===== src/rtl/ram2x8_fifo_ctrl.sv =====
// Byte FIFO controller wrapped around the single-port 2-word ram2x8.
// Two bytes live in the RAM and a third sits in the registered output stage.
module ram2x8_fifo_ctrl #(
  parameter int DATA_W = 8
) (
  input  logic              clock,
  input  logic              clear,
  input  logic [DATA_W-1:0] wr_data,
  input  logic              wr_valid,
  output logic              wr_ready,
  output logic [DATA_W-1:0] rd_data,
  output logic              rd_valid,
  input  logic              rd_ready,
  output logic [1:0]        count,
  output logic              mem_address,
  output logic              mem_rw,
  output logic [DATA_W-1:0] mem_wdata,
  input  logic [DATA_W-1:0] mem_rdata
);

  typedef enum logic [1:0] {
    EMPTY = 2'd0,
    ONE   = 2'd1,
    FULL  = 2'd2
  } ram_state_t;

  ram_state_t ram_cnt;
  logic       wr_ptr;
  logic       rd_ptr;
  logic [1:0] ram_cnt_bits;
  logic       pop;
  logic       fetch;
  logic       push;
  logic       write_offered;

  // Refilling the output register always takes the single RAM port first.
  assign pop           = rd_valid & rd_ready;
  assign fetch         = !clear && (ram_cnt != EMPTY) && (!rd_valid || pop);
  assign write_offered = !clear && !fetch && (ram_cnt != FULL);
  assign wr_ready      = write_offered;
  assign push          = wr_valid & write_offered;

  assign mem_rw    = push;
  assign mem_wdata = wr_data;

  always_comb begin
    mem_address = 1'b0;
    if (clear)
      mem_address = 1'b0;
    else if (write_offered)
      mem_address = wr_ptr;
    else
      mem_address = rd_ptr;
  end

  assign ram_cnt_bits = ram_cnt;
  assign count        = ram_cnt_bits + {1'b0, rd_valid};

  always_ff @(posedge clock) begin
    if (clear) begin
      ram_cnt  <= EMPTY;
      wr_ptr   <= 1'b0;
      rd_ptr   <= 1'b0;
      rd_valid <= 1'b0;
      rd_data  <= '0;
    end else if (fetch) begin
      rd_data  <= mem_rdata;
      rd_valid <= 1'b1;
      rd_ptr   <= ~rd_ptr;
      case (ram_cnt)
        FULL:    ram_cnt <= ONE;
        default: ram_cnt <= EMPTY;
      endcase
    end else begin
      if (pop)
        rd_valid <= 1'b0;
      if (push) begin
        wr_ptr <= ~wr_ptr;
        case (ram_cnt)
          EMPTY:   ram_cnt <= ONE;
          default: ram_cnt <= FULL;
        endcase
      end
    end
  end

endmodule


===== config.mk =====
export PLATFORM = sky130hd
export DESIGN_NAME = ram2x8_fifo_ctrl
export DESIGN_NICKNAME = d
export VERILOG_FILES = /design/src/rtl/ram2x8_fifo_ctrl.sv
export SDC_FILE = /design/constraint.sdc
export NUM_CORES = 1
export LEC_CHECK = 0
export ABC_AREA = 1
export CORE_ASPECT_RATIO = 0.7
export CORE_MARGIN = 1
export CORE_UTILIZATION = 35
export CTS_CLUSTER_SIZE = 24
export DETAILED_ROUTE_END_ITERATION = 6
export PLACE_DENSITY = 0.75
export SLEW_MARGIN = 40
export SYNTH_ARGS = -nofsm -noshare
export SYNTH_HDL_FRONTEND = slang
export SYNTH_SLANG_ARGS = --single-unit

===== constraint.sdc =====
create_clock -name clock -period 2.81 [get_ports clock]
set_input_delay 0.562 -clock clock [delete_from_list [all_inputs] [get_ports clock]]
set_output_delay 0.562 -clock clock [all_outputs]
set_load 0.005 [all_outputs]

==> flow_summary.json, run 1 <==
{
  "viasPerCell": 4.55,
  "rsz0062_at_grt": "false",
  "ctsHtreeMaxLevel": 1,
  "insertion_delay_ns": 0.27,
  "cp-start-kind": "primary input",
  "hold_path.class": "flip-flop to flip-flop",
  "fin_crit_ns": 2.68,
  "tritoncts": "built",
  "final-setup-viol-count": 0,
  "grt_overflow": 0,
  "core_area_um2": 1670,
  "syn_avg_cell_area_um2": 7.57,
  "area_growth_pct": 37.1,
  "cp-end-kind": "output port",
  "r2r_start": "ram_cnt[1]$_SDFFE_PP0P_",
  "cts_hold_buf": 0,
  "die_h_um": 38.1,
  "die-area_um2": 2040,
  "place_inst": 124,
  "finalNonFillerCells": 128,
  "routed_wl_um": 1200,
  "pre_cts_ws_ns": 0.109,
  "multi_input_area_um2": 273,
  "num_antenna_cells": 0,
  "hold_end": "rd_data[0]$_SDFFE_PP0P_",
  "cts_made_buffers": 3,
  "clockRootBuffer": "clkbuf_4",
  "fill_cells": 163,
  "routedWlPerCell_um": 9.34,
  "regToRegSetupSlack_ns": 1.61,
  "max_stage_delay_ns": 0.52,
  "initial_utilization_pct": 39.0,
  "finClkSkew_ns": 0.000683,
  "fmax_mhz": 373,
  "layout.nets": 129,
  "timing_worst_setup_path_type": "primary input to output port",
  "synth-edff-count": 0,
  "hpwl_um": 938,
  "cts_setup_buffers": 0,
  "ys_ff_latch": 13,
  "synth_fp_nets": 107,
  "cts_resized": 0,
  "drt_iter0_markers": 1,
  "antenna_found_initial": 0,
  "async_flop_share_pct": 0,
  "pin_count": 42,
  "ir_drop_mv": 0.350,
  "cp_slowest_cell": "clkdlybuf4s50_1",
  "cp_max_fo": 9,
  "hold_viol": 0,
  "crit_family": "buffers and inverters",
  "ys_types": 20,
  "worst_r2r_path_depth": 8,
  "p_per_area_nw_per_um2": 493,
  "drc_errors": 0,
  "fin_ws_ns": 0.126,
  "mappedNetlistArea_um2": 651,
  "drive_gt1_share_pct": 13.1,
  "max_cap_violations": 0,
  "tightest_slew_ns": 0.203,
  "ys.flop_type": "dfxtp_1",
  "seqCellArea_um2": 260,
  "final_common_cell": "nand2_1",
  "maxSlewViolCount": 0,
  "path_cells": "clkdlybuf4s50_1, inv_2, nand2_1, inv_2, nand2_1, o21ai_0, clkdlybuf4s50_1",
  "synthCells": 86,
  "portBuffers": 25,
  "setup_tns_ns": 0,
  "clock_sinks": 13,
  "status": "finished, final reports clean",
  "grt_pass1_wl_um": 1970,
  "ys_seq_area_share_pct": 40.0,
  "grt_max_degree": 16,
  "ys_warn_count": 0,
  "rr_endpoint": "ram_cnt[0]$_SDFFE_PP0P_",
  "leakagePower_uw": 0.000414,
  "cp_num_buf_inv": 4,
  "period_share_pct": 95.5,
  "rows": 12,
  "die_w_um": 53.5,
  "slew-limit-headroom_pct": 86.5,
  "grt_pass1_vias": 443,
  "first_pass_iters": 4,
  "grt_use_total_pct": 14.4,
  "vias": 583,
  "ant_nets": 0,
  "required_ns": 2.25,
  "place_congestion": 0.764,
  "clk_pin_slew_ns": 0.08,
  "clockBufferDepth": 2,
  "arrival_ns": 2.12,
  "most-common-layout-cells": "nand2_1, clkdlybuf4s50_1, dfxtp_1",
  "hold_depth": 2,
  "hp-start": "rd_data[0]$_SDFFE_PP0P_"
}
[worst register-to-register path, stage by stage, from the launching register on]
cell     delay, ns
dfxtp_1       0.43
inv_2         0.07
nand2_4       0.08
nand3_4       0.07
buf_4         0.20
o21ai_1       0.08
inv_1         0.04
nor2_1        0.08
nor2_1        0.05
[layer usage]
metal	GRT usage, %	wire length (µm)	vias to the layer above	share of wire [%]
met1	17.9	541	255	45
met5	0	0	-	0
met2	20.0	553	20	46
met4	5.92	17	0	1.4
met3	8.33	85	2	7.1
li1	-	-	306	-
[where the power goes]
group	internal, µW	switching [µW]	total [µW]
registers	202	11.0	213
logic	64.8	46.6	111
clock network	55.1	60.8	116
[worst max-delay path by stage]
stage / depth (start not counted) / slack (ns) / start / to
floorplan: 5 / 1.16 / rd_ready / mem_address
global placement: 7 / 0.15 / clear / mem_address
detailed placement: 7 / 0.11 / clear / mem_address
CTS: 7 / 0.12 / clear / mem_address
global route: 7 / 0.002 / clear / mem_address
finish: 7 / 0.13 / clear / mem_address
[flip-flops by register name, indices dropped and copies added, names as in the netlist]
name and cells:
rd_data 8, ram_cnt 2, rd_ptr 1, rd_valid 1, wr_ptr 1
[synthesized netlist by cell type (2+ instances only)]
| library cell | instances | area share (%) |
|---|---|---|
| dfxtp_1 | 13 | 40 |
| nand3_2 | 2 | 3.1 |
| nand3_1 | 9 | 6.9 |
| nand4_1 | 2 | 1.9 |
| inv_2 | 4 | 2.3 |
| buf_4 | 8 | 9.2 |
| inv_1 | 7 | 4.0 |
| o21ai_0 | 2 | 1.5 |
| nand2_1 | 26 | 15 |
| nor2_1 | 3 | 1.7 |
[metrics by stage]
stage | area (µm²) | util [%] | power, µW | hold WS (ns)
2_1_floorplan | 651 | - | 276 | 0.459
3_3_place_gp | 866 | 52.0 | 328 | 0.456
3_5_place_dp | 866 | 52.0 | 329 | 0.457
4_1_cts | 892 | 53.5 | 447 | 0.466
5_1_grt | 892 | 53.5 | 469 | 0.491
6_report | 892 | 53.5 | 440 | 0.463
[logic make-up (layout without fill, tap and decap cells)]
| kind of cell | count (synthesis) | in the layout | share of synthesized area [%] |
|---|---|---|---|
| simple gates | 44 | 44 | 33.1 |
| buf+inv | 21 | 42 | 18.1 |
| flops | 13 | 13 | 40.0 |
| compound gates | 6 | 6 | 5.58 |
| fa+ha+maj | 1 | 1 | 1.92 |
| xor+xnor | 1 | 1 | 1.35 |
[layout make-up]
| cell class | count | area share [%] |
|---|---|---|
| Multi-Input combinational cell | 52 | 30.6 |
| Timing Repair Buffer | 27 | 29.7 |
| Tap cell | 21 | 2.95 |
| Sequential cell | 13 | 29.2 |
| Inverter | 11 | 4.63 |
| Clock buffer | 4 | 2.95 |
No activity file was read; power rests on OpenSTA's default activity.
==> run 2, diff against run 1 <==
--- a/config.mk
+++ b/config.mk
@@ -8,8 +8,9 @@
 export ABC_AREA = 1
+export ABC_CLOCK_PERIOD_IN_PS = 2290
 export CORE_ASPECT_RATIO = 0.7
 export CORE_MARGIN = 1
-export CORE_UTILIZATION = 35
+export CORE_UTILIZATION = 31
 export CTS_CLUSTER_SIZE = 24
 export DETAILED_ROUTE_END_ITERATION = 6
-export PLACE_DENSITY = 0.75
+export PLACE_DENSITY = 0.7
 export SLEW_MARGIN = 40
==> constraint.sdc (replaced) <==
create_clock -name clock -period 2.29 [get_ports clock]
set_input_delay 0.229 -clock clock [delete_from_list [all_inputs] [get_ports clock]]
set_output_delay 0.229 -clock clock [all_outputs]
set_load 0.005 [all_outputs]
==> flow_summary.json, run 2 (same netlist as run 1, synthesis figures left out) <==
{
  "p_per_area_nw_per_um2": 601,
  "worst_r2r_path_depth": 8,
  "initial_utilization_pct": 33.9,
  "hpwl_um": 983,
  "area_growth_pct": 37.5,
  "max_cap_violations": 0,
  "insertion_delay_ns": 0.27,
  "hp-start": "wr_data[4]",
  "rows": 13,
  "routed_wl_um": 1270,
  "final-setup-viol-count": 0,
  "cts_resized": 0,
  "hold_depth": 0,
  "antenna_found_initial": 0,
  "routedWlPerCell_um": 9.82,
  "clockRootBuffer": "clkbuf_4",
  "violations": "design-rule violations",
  "cp-end-kind": "output port",
  "r2r_start": "ram_cnt[1]$_SDFFE_PP0P_",
  "cts_setup_buffers": 0,
  "period_share_pct": 88.7,
  "grt_overflow": 0,
  "maxSlewViolCount": 0,
  "rr_endpoint": "ram_cnt[0]$_SDFFE_PP0P_",
  "portBuffers": 25,
  "grt_max_degree": 15,
  "slew-limit-headroom_pct": 87.0,
  "hold_viol": 0,
  "hold_end": "mem_wdata[4]",
  "ant_nets": 0,
  "die_h_um": 40.3,
  "tightest_slew_ns": 0.194,
  "grt_pass1_wl_um": 2120,
  "ctsHtreeMaxLevel": 1,
  "fin_ws_ns": 0.259,
  "first_pass_iters": 6,
  "cts_made_buffers": 3,
  "grt_use_total_pct": 13.3,
  "pin_count": 42,
  "largest_reg_flops": 8,
  "drc_errors": 2,
  "tritoncts": "built",
  "drive_gt1_share_pct": 14.0,
  "vias": 579,
  "clock_sinks": 13,
  "fill_cells": 214,
  "cts_hold_buf": 0,
  "cp-start-kind": "primary input",
  "setup_tns_ns": 0,
  "fin_crit_ns": 2.03,
  "timing_worst_setup_path_type": "primary input to output port",
  "largest_register": "rd_data",
  "setup.worst_path.start": "clear",
  "grt_pass1_vias": 486,
  "core_area_um2": 1920,
  "die-area_um2": 2290,
  "num_antenna_cells": 0,
  "hold_path.class": "primary input to output port",
  "clockBufferDepth": 2,
  "ir_drop_mv": 0.294,
  "arrival_ns": 1.80,
  "viasPerCell": 4.49,
  "pre_cts_ws_ns": 0.256,
  "most-common-layout-cells": "nand2_1, clkdlybuf4s50_1, dfxtp_1",
  "rsz0062_at_grt": "false",
  "place_congestion": 0.801,
  "required_ns": 2.06,
  "finClkSkew_ns": 0.00704,
  "top_regs": "rd_data: 8 flops, ram_cnt: 2 flops",
  "regToRegSetupSlack_ns": 1.08,
  "hold_slack_ns": 0.458,
  "finalNonFillerCells": 129,
  "drt_iter0_markers": 7,
  "total_power_uw": 538,
  "final_common_cell": "nand2_1",
  "place_inst": 125,
  "fmax_mhz": 492,
  "leakagePower_uw": 0.000416,
  "status": "complete, but fails checks",
  "cp_max_fo": 5,
  "die_w_um": 56.8,
  "layout.nets": 129
}
-- run 2: changes by cell type in the layout (fill, tap and decap cells not counted) --
cell,previous run,this run
clkbuf_1,1,0
clkinv_2,0,1
-- run 2: worst max-delay path, cell delays in order --
cell	delay, ns
clkdlybuf4s50_1	0.51
inv_2	0.09
nand2_1	0.13
inv_2	0.06
nand2_1	0.10
nand3_1	0.07
o21ai_0	0.08
clkdlybuf4s50_1	0.53
-- run 2: routing by layer --
metal	wire, µm	GRT usage [%]	vias to the layer above
met4	27	9.15	0
met2	540	21.4	18
met3	99	5.81	2
li1	-	-	307
met5	0	0	-
met1	599	14.8	252
-- run 2: where the power goes --
part / leakage [µW] / switching (µW) / internal, µW
logic: 0.000292 / 58.1 / 79.6
registers: 0.000107 / 13.7 / 248
clock network: 0.0000177 / 73.9 / 64.7
total: 0.000416 / 146 / 392
-- run 2: worst max path at each step --
stage	to
2_1_floorplan	mem_address
3_3_place_gp	mem_address
3_5_place_dp	mem_address
4_1_cts	mem_address
5_1_grt	mem_address
6_report	mem_address
-- run 2: area by class of cell --
type,instances,area [µm²],share of cell area (%)
multi-input combinational,52,273,30.5
timing repair buffer,27,265,29.7
sequential,13,260,29.1
inverter,11,41.3,4.62
tap,22,27.5,3.08
clock buffer,3,22.5,2.52
clock inverter,1,5.00,0.559
-- run 2: per-stage QoR --
step / util (%) / cell area (µm²)
2_1_floorplan: - / 651
3_3_place_gp: 45.2 / 867
3_5_place_dp: 45.2 / 867
4_1_cts: 46.6 / 895
5_1_grt: 46.6 / 895
6_report: 46.6 / 895
